===== src/rtl/mips_ctrl_pkg.sv =====
// Shared encodings for the multicycle MIPS control path: FSM states, opcodes,
// funct codes, ALU-op classes, ALU control values and the per-state control word.
package mips_ctrl_pkg;

  typedef enum logic [3:0] {
    FETCH    = 4'd0,
    DECODE   = 4'd1,
    MEMADR   = 4'd2,
    MEMRD    = 4'd3,
    MEMWB    = 4'd4,
    MEMWR    = 4'd5,
    EXECUTE  = 4'd6,
    ALUWB    = 4'd7,
    BRANCH   = 4'd8,
    ADDIEXEC = 4'd9,
    ADDIWB   = 4'd10,
    JUMP     = 4'd11
  } state_e;

  typedef enum logic [1:0] {
    ALUOP_ADD   = 2'b00,
    ALUOP_SUB   = 2'b01,
    ALUOP_FUNCT = 2'b10
  } aluop_e;

  localparam logic [5:0] OP_RTYPE = 6'b000000;
  localparam logic [5:0] OP_J     = 6'b000010;
  localparam logic [5:0] OP_BEQ   = 6'b000100;
  localparam logic [5:0] OP_BNE   = 6'b000101;
  localparam logic [5:0] OP_ADDI  = 6'b001000;
  localparam logic [5:0] OP_LW    = 6'b100011;
  localparam logic [5:0] OP_SW    = 6'b101011;

  localparam logic [5:0] FN_ADD = 6'b100000;
  localparam logic [5:0] FN_SUB = 6'b100010;
  localparam logic [5:0] FN_AND = 6'b100100;
  localparam logic [5:0] FN_OR  = 6'b100101;
  localparam logic [5:0] FN_SLT = 6'b101010;

  localparam logic [2:0] ALUC_AND = 3'b000;
  localparam logic [2:0] ALUC_OR  = 3'b001;
  localparam logic [2:0] ALUC_ADD = 3'b010;
  localparam logic [2:0] ALUC_SUB = 3'b110;
  localparam logic [2:0] ALUC_SLT = 3'b111;

  // alu_en marks states that actually drive the ALU; alucontrol is zero elsewhere.
  typedef struct packed {
    logic       mem_req;
    logic       iord;
    logic       memwrite;
    logic       irwrite;
    logic       regwrite;
    logic       regdst;
    logic       memtoreg;
    logic       alusrca;
    logic [1:0] alusrcb;
    logic [1:0] pcsrc;
    logic       pcwrite;
    logic       branch;
    logic       alu_en;
    aluop_e     aluop;
    logic       illegal;
  } ctrl_t;

  function automatic ctrl_t alu_cfg(input logic srca, input logic [1:0] srcb,
                                    input aluop_e aluop);
    ctrl_t c;
    c         = '0;
    c.alusrca = srca;
    c.alusrcb = srcb;
    c.aluop   = aluop;
    c.alu_en  = 1'b1;
    return c;
  endfunction

endpackage


===== src/rtl/mc_alu_dec.sv =====
// ALU control decode from ALU-op class and funct; purely combinational.
// funct_bad flags an unrecognised funct regardless of aluop so the FSM can qualify it.
module mc_alu_dec
  import mips_ctrl_pkg::*;
#(
  parameter int FUNCT_W   = 6,
  parameter int ALUCTRL_W = 3
) (
  input  aluop_e               aluop,
  input  logic [FUNCT_W-1:0]   funct,
  output logic [ALUCTRL_W-1:0] alucontrol,
  output logic                 funct_bad
);

  logic [2:0] funct_ctl;
  logic [2:0] ctl;

  always_comb begin
    funct_ctl = ALUC_ADD;
    funct_bad = 1'b0;
    case (funct)
      FUNCT_W'(FN_ADD): funct_ctl = ALUC_ADD;
      FUNCT_W'(FN_SUB): funct_ctl = ALUC_SUB;
      FUNCT_W'(FN_AND): funct_ctl = ALUC_AND;
      FUNCT_W'(FN_OR):  funct_ctl = ALUC_OR;
      FUNCT_W'(FN_SLT): funct_ctl = ALUC_SLT;
      default:          funct_bad = 1'b1;
    endcase
  end

  always_comb begin
    ctl = ALUC_ADD;
    case (aluop)
      ALUOP_ADD:   ctl = ALUC_ADD;
      ALUOP_SUB:   ctl = ALUC_SUB;
      ALUOP_FUNCT: ctl = funct_ctl;
      default:     ctl = ALUC_ADD;
    endcase
  end

  assign alucontrol = ALUCTRL_W'(ctl);

endmodule


===== src/rtl/multicycle_controller.sv =====
// Multicycle MIPS control FSM; outputs are combinational from state and inputs,
// FETCH/MEMRD/MEMWR hold while mem_ready is low, and everything reads zero in reset.
module multicycle_controller
  import mips_ctrl_pkg::*;
#(
  parameter int OP_W      = 6,
  parameter int FUNCT_W   = 6,
  parameter int ALUCTRL_W = 3,
  parameter int BNE_EN    = 0
) (
  input  logic                 clk,
  input  logic                 resetn,
  input  logic [OP_W-1:0]      op,
  input  logic [FUNCT_W-1:0]   funct,
  input  logic                 zero,
  input  logic                 mem_ready,
  output logic                 mem_req,
  output logic                 iord,
  output logic                 memwrite,
  output logic                 irwrite,
  output logic                 regwrite,
  output logic                 regdst,
  output logic                 memtoreg,
  output logic                 alusrca,
  output logic [1:0]           alusrcb,
  output logic [1:0]           pcsrc,
  output logic                 pcen,
  output logic [ALUCTRL_W-1:0] alucontrol,
  output logic                 illegal
);

  localparam logic BNE_ON = (BNE_EN != 0);

  state_e state_q, state_d;
  logic   is_bne_q, is_bne_d;
  ctrl_t  ctrl, ctrl_g;
  logic   funct_bad;
  logic [ALUCTRL_W-1:0] dec_ctl;

  logic is_lw, is_sw, is_r, is_beq, is_bne, is_addi, is_j, op_known;

  assign is_lw    = (op == OP_W'(OP_LW));
  assign is_sw    = (op == OP_W'(OP_SW));
  assign is_r     = (op == OP_W'(OP_RTYPE));
  assign is_beq   = (op == OP_W'(OP_BEQ));
  assign is_bne   = BNE_ON && (op == OP_W'(OP_BNE));
  assign is_addi  = (op == OP_W'(OP_ADDI));
  assign is_j     = (op == OP_W'(OP_J));
  assign op_known = is_lw | is_sw | is_r | is_beq | is_bne | is_addi | is_j;

  // The branch sense is captured in DECODE so op may change freely in BRANCH.
  assign is_bne_d = (state_q == DECODE) ? is_bne : is_bne_q;

  always_ff @(posedge clk) begin
    if (!resetn) begin
      state_q  <= FETCH;
      is_bne_q <= 1'b0;
    end else begin
      state_q  <= state_d;
      is_bne_q <= is_bne_d;
    end
  end

  always_comb begin
    state_d = state_q;
    unique case (state_q)
      FETCH:    if (mem_ready) state_d = DECODE;
      DECODE: begin
        if (is_lw || is_sw)       state_d = MEMADR;
        else if (is_r)            state_d = EXECUTE;
        else if (is_beq || is_bne) state_d = BRANCH;
        else if (is_addi)         state_d = ADDIEXEC;
        else if (is_j)            state_d = JUMP;
        else                      state_d = FETCH;
      end
      MEMADR:   state_d = is_sw ? MEMWR : MEMRD;
      MEMRD:    if (mem_ready) state_d = MEMWB;
      MEMWB:    state_d = FETCH;
      MEMWR:    if (mem_ready) state_d = FETCH;
      EXECUTE:  state_d = ALUWB;
      ALUWB:    state_d = FETCH;
      BRANCH:   state_d = FETCH;
      ADDIEXEC: state_d = ADDIWB;
      ADDIWB:   state_d = FETCH;
      JUMP:     state_d = FETCH;
      default:  state_d = FETCH;
    endcase
  end

  always_comb begin
    ctrl = '0;
    unique case (state_q)
      FETCH: begin
        ctrl         = alu_cfg(1'b0, 2'b01, ALUOP_ADD);
        ctrl.mem_req = 1'b1;
        ctrl.irwrite = mem_ready;
        ctrl.pcwrite = mem_ready;
      end
      DECODE: begin
        ctrl         = alu_cfg(1'b0, 2'b11, ALUOP_ADD);
        ctrl.illegal = ~op_known;
      end
      MEMADR:   ctrl = alu_cfg(1'b1, 2'b10, ALUOP_ADD);
      MEMRD: begin
        ctrl.mem_req = 1'b1;
        ctrl.iord    = 1'b1;
      end
      MEMWB: begin
        ctrl.regwrite = 1'b1;
        ctrl.memtoreg = 1'b1;
      end
      MEMWR: begin
        ctrl.mem_req  = 1'b1;
        ctrl.iord     = 1'b1;
        ctrl.memwrite = 1'b1;
      end
      EXECUTE: begin
        ctrl         = alu_cfg(1'b1, 2'b00, ALUOP_FUNCT);
        ctrl.illegal = funct_bad;
      end
      ALUWB: begin
        ctrl.regwrite = 1'b1;
        ctrl.regdst   = 1'b1;
      end
      BRANCH: begin
        ctrl        = alu_cfg(1'b1, 2'b00, ALUOP_SUB);
        ctrl.pcsrc  = 2'b01;
        ctrl.branch = 1'b1;
      end
      ADDIEXEC: ctrl = alu_cfg(1'b1, 2'b10, ALUOP_ADD);
      ADDIWB:   ctrl.regwrite = 1'b1;
      JUMP: begin
        ctrl.pcsrc   = 2'b10;
        ctrl.pcwrite = 1'b1;
      end
      default:  ctrl = '0;
    endcase
  end

  // Reset masks the whole control word, so an in-flight access drops immediately.
  assign ctrl_g = resetn ? ctrl : '0;

  mc_alu_dec #(
    .FUNCT_W   (FUNCT_W),
    .ALUCTRL_W (ALUCTRL_W)
  ) u_alu_dec (
    .aluop      (ctrl_g.aluop),
    .funct      (funct),
    .alucontrol (dec_ctl),
    .funct_bad  (funct_bad)
  );

  assign mem_req    = ctrl_g.mem_req;
  assign iord       = ctrl_g.iord;
  assign memwrite   = ctrl_g.memwrite;
  assign irwrite    = ctrl_g.irwrite;
  assign regwrite   = ctrl_g.regwrite;
  assign regdst     = ctrl_g.regdst;
  assign memtoreg   = ctrl_g.memtoreg;
  assign alusrca    = ctrl_g.alusrca;
  assign alusrcb    = ctrl_g.alusrcb;
  assign pcsrc      = ctrl_g.pcsrc;
  assign pcen       = ctrl_g.pcwrite | (ctrl_g.branch & (zero ^ is_bne_q));
  assign alucontrol = ctrl_g.alu_en ? dec_ctl : '0;
  assign illegal    = ctrl_g.illegal;

endmodule


===== config.mk =====
export PLATFORM = sky130hd
export DESIGN_NAME = multicycle_controller
export DESIGN_NICKNAME = d
export VERILOG_FILES = /design/src/rtl/mips_ctrl_pkg.sv /design/src/rtl/mc_alu_dec.sv /design/src/rtl/multicycle_controller.sv
export SDC_FILE = /design/constraint.sdc
export NUM_CORES = 1
export LEC_CHECK = 0
export ABC_AREA = 1
export CAP_MARGIN = 20
export CORE_MARGIN = 4
export CORE_UTILIZATION = 40
export DETAILED_ROUTE_END_ITERATION = 10
export GPL_TIMING_DRIVEN = 0
export PLACE_DENSITY = 0.75
export RECOVER_POWER = 25
export SYNTH_ARGS = -nofsm -noshare
export SYNTH_HDL_FRONTEND = slang
export SYNTH_SLANG_ARGS = --single-unit

===== constraint.sdc =====
create_clock -name clk -period 2 [get_ports clk]
set_clock_uncertainty 0.1 [all_clocks]
set_input_delay 0.3 -clock clk [delete_from_list [all_inputs] [get_ports clk]]
set_output_delay 0.3 -clock clk [all_outputs]
set_load 0.005 [all_outputs]

==> flow_summary.yaml <==
synthesis:
  async_flop_share: 0
  synth_fa_ha_area_frac: 0.0336
  ys.flop_type: "dfxtp_1"
  yosysMostFrequentCell: "nand2_1"
  synth_cells: 141
  yosysWarnings: 0
  syn-num-nets: 159
  avgSynthCellArea_sq_um: 5.29
  synth_common_cells: "nand2_1 (34), nor2_1 (23), inv_1 (21), nand3_1 (13), inv_2 (6)"
  syn_area_sq_um: 746
  synth_compound_area_frac: 0.174
  synth_top_area_share: 0.171
  synth_xor_area_frac: 0
  synth_cell_types: 26
  synth_simple_gate_area_frac: 0.532
  synth_top_family_by_area: "simple AND/OR/NAND/NOR gates"
  ys_top_cells_by_area: "nand2_1 (17%), nor2_1 (12%), dfxtp_1 (11%), inv_1 (11%), nand3_1 (8.7%)"
  synth_mux_area_frac: 0
  ys_seq_elements: 4
  synth_edf_count: 0
  yosys.area.top_type: "nand2_1"
  yosysSeqAreaShare: 0.107
setup_path:
  cp_slowest_cell: "dfxtp_4"
  path_class: "reg2out"
  arrival_ns: 1.76
  cp.depth: 8
  reg2reg_setup_slack_ns: 0.47
  critical_path.cell_chain: "nor2_4, nand2_2, nor2_4, buf_6, ha_4, nand3b_1, a211oi_2, buf_2"
  cp_top_family: "simple AND/OR/NAND/NOR gates"
  timing.critical_path.mode_cell: "nor2_4"
  worstSetupStartpointType: "flip-flop"
  cpPeakStageDelay_ns: 0.38
  r2r_start: "state_q[2]"
  reg2reg_to: "state_q[2]"
  r2r_cells: 10
  path_buf_inv: 2
  worstPathRequired_ns: 1.60
  cp_max_fo: 6
  end_kind: "output pin"
timing:
  max_freq_mhz: 464
  final-hold-violation-count: 0
  post-route-min-period_ns: 2.16
  rsz0062_at_grt: "true"
  setup_viol: 3
  final_max_slew_viol_count: 0
  holdWs_ns: 0.256
  post-route-period-util: 1.08
  layout_setup_ws_ns: -0.156
  slew_headroom: 0.836
  finalSetupTns_ns: -0.247
  worst_pin_slew_ns: 0.244
floorplan:
  die_x_um: 51.2
  start_util: 0.427
  dieHeight_um: 51.2
  num_io_pins: 33
  rows: 15
  dieArea_sq_mm: 0.00262
  coreArea_sq_mm: 0.00175
place:
  dp.cells: 198
  numPortBuffers: 32
  placed_area_sq_mm: 0.00110
  dp.final_hpwl_um: 1780
  pre_cts_ws_ns: -0.956
  place.gp.congestion: 0.838
min_path:
  min-delay-start: "resetn"
  hold_path_end: "state_q[1]"
  hold_path_class: "in2reg"
  min_path_cells: 3
finish:
  regMostFlops: "state_q"
  fin_util: 0.780
  fin_cells: 214
  multi_input_area_sq_um: 689
  antenna_cells: 0
  num-fill-cells: 134
  reg_top3: "state_q (4)"
  fin_nets: 209
  stdcell_area_sq_mm: 0.00136
  layout-drive-gt1-share: 0.381
  area_growth_pct: 82.6
  largest_reg_flops: 4
  seqCellArea_sq_um: 95.1
clock_tree:
  cts_hold_buf: 0
  worstSkewPairLatency_ns: 0.25
  cts_buffers: 3
  clock_path_buffers: 2
  clk_pin_slew_ns: 0.04
  cts_tree: "done"
  clock-sinks: 4
  cts_root_buf: "clkbuf_4"
  htreeDepth: 1
routing:
  drt-wirelength-per-cell_um: 12.8
  vias: 1078
  dr.pass1.iters: 5
  via_per_inst: 5.04
  wl_um: 2730
  drt_iter0_drc: 21
  remaining_drc_errors: 0
  drtAntennaViolNets: 0
grt:
  first_global_vias: 1075
  antenna_found_initial: 0
  grt_pass1_wl_um: 4480
  grt_usage: 0.222
  gr-total-overflow: 0
  grt_max_degree: 11
power:
  p_leak_nw: 0.678
  power_mw: 0.386
  vdd_drop_max_mv: 0.251
  p_per_area_mw_per_mm2: 283
job:
  maxCapViolCount: 0
status:
  failed_checks: "setup timing"
  status: "finished with violations"
==> worst min-delay path: stages <==
cell     delay (ns)
buf_2          0.16
nand2_1        0.08
inv_1          0.03
==> worst max-delay path by stage <==
| stage | to | start |
|---|---|---|
| 5_1_grt | alucontrol[0] | state_q[0] |
| 4_1_cts | alucontrol[0] | state_q[2] |
| 6_report | alucontrol[0] | state_q[0] |
| 3_5_place_dp | alucontrol[0] | resetn |
| 2_1_floorplan | alucontrol[0] | state_q[3] |
| 3_3_place_gp | alucontrol[0] | resetn |
==> report_power, final <==
group	leakage (nW)	internal [mW]	switching, mW
clock	0.0138	0.0678	0.0438
sequential	0.0355	0.0810	0.0105
combinational	0.629	0.0883	0.0944
==> area by class of cell <==
type                            count  share of cell area
Buffer                              1             0.00827
Clock buffer                        3              0.0165
Inverter                           27              0.0818
Multi-Input combinational cell    108               0.506
Sequential cell                     4              0.0699
Tap cell                           25              0.0230
Timing Repair Buffer               46               0.294
==> timing repair <==
item	CTS	global route
gates resized for setup	70	13
hold endpoints to repair	0	0
endpoints found under the setup margin	17	7
buffers inserted	11	3
cloned	0	0
pin swaps	14	7
==> kinds of logic (layout without fill, tap and decap cells) <==
| family | after synthesis | count (layout) |
|---|---|---|
| flops | 4 | 4 |
| buf+inv | 29 | 77 |
| compound gates | 19 | 19 |
| simple gates | 87 | 87 |
| fa+ha+maj | 2 | 2 |
==> cells in the final DEF (no fill, tap or decap), drive strengths merged <==
master         synthesis  routed
a211o                  1       1
nor3                   3       3
o21bai                 1       1
nand3b                 1       1
nand2                 39      39
o21a                   1       1
inv                   27      27
dlygate4sd3            0       1
dlymetal6s2s           0       1
clkbuf                 0       4
nand4                  1       1
dlygate4sd2            0      11
dfxtp                  4       4
a31oi                  2       2
nor2                  29      29
ha                     2       2
a21oi                  7       7
clkdlybuf4s50          0      14
o211ai                 2       2
o21ai                  2       2
a211oi                 3       3
buf                    2      19
nand3                 14      14
==> per-layer routing <==
layer,track usage,share of wire
met3,0.0292,0.045
met1,0.245,0.40
met5,0,0
met2,0.406,0.52
met4,0.117,0.035
No activity file was read; power rests on OpenSTA's default activity.
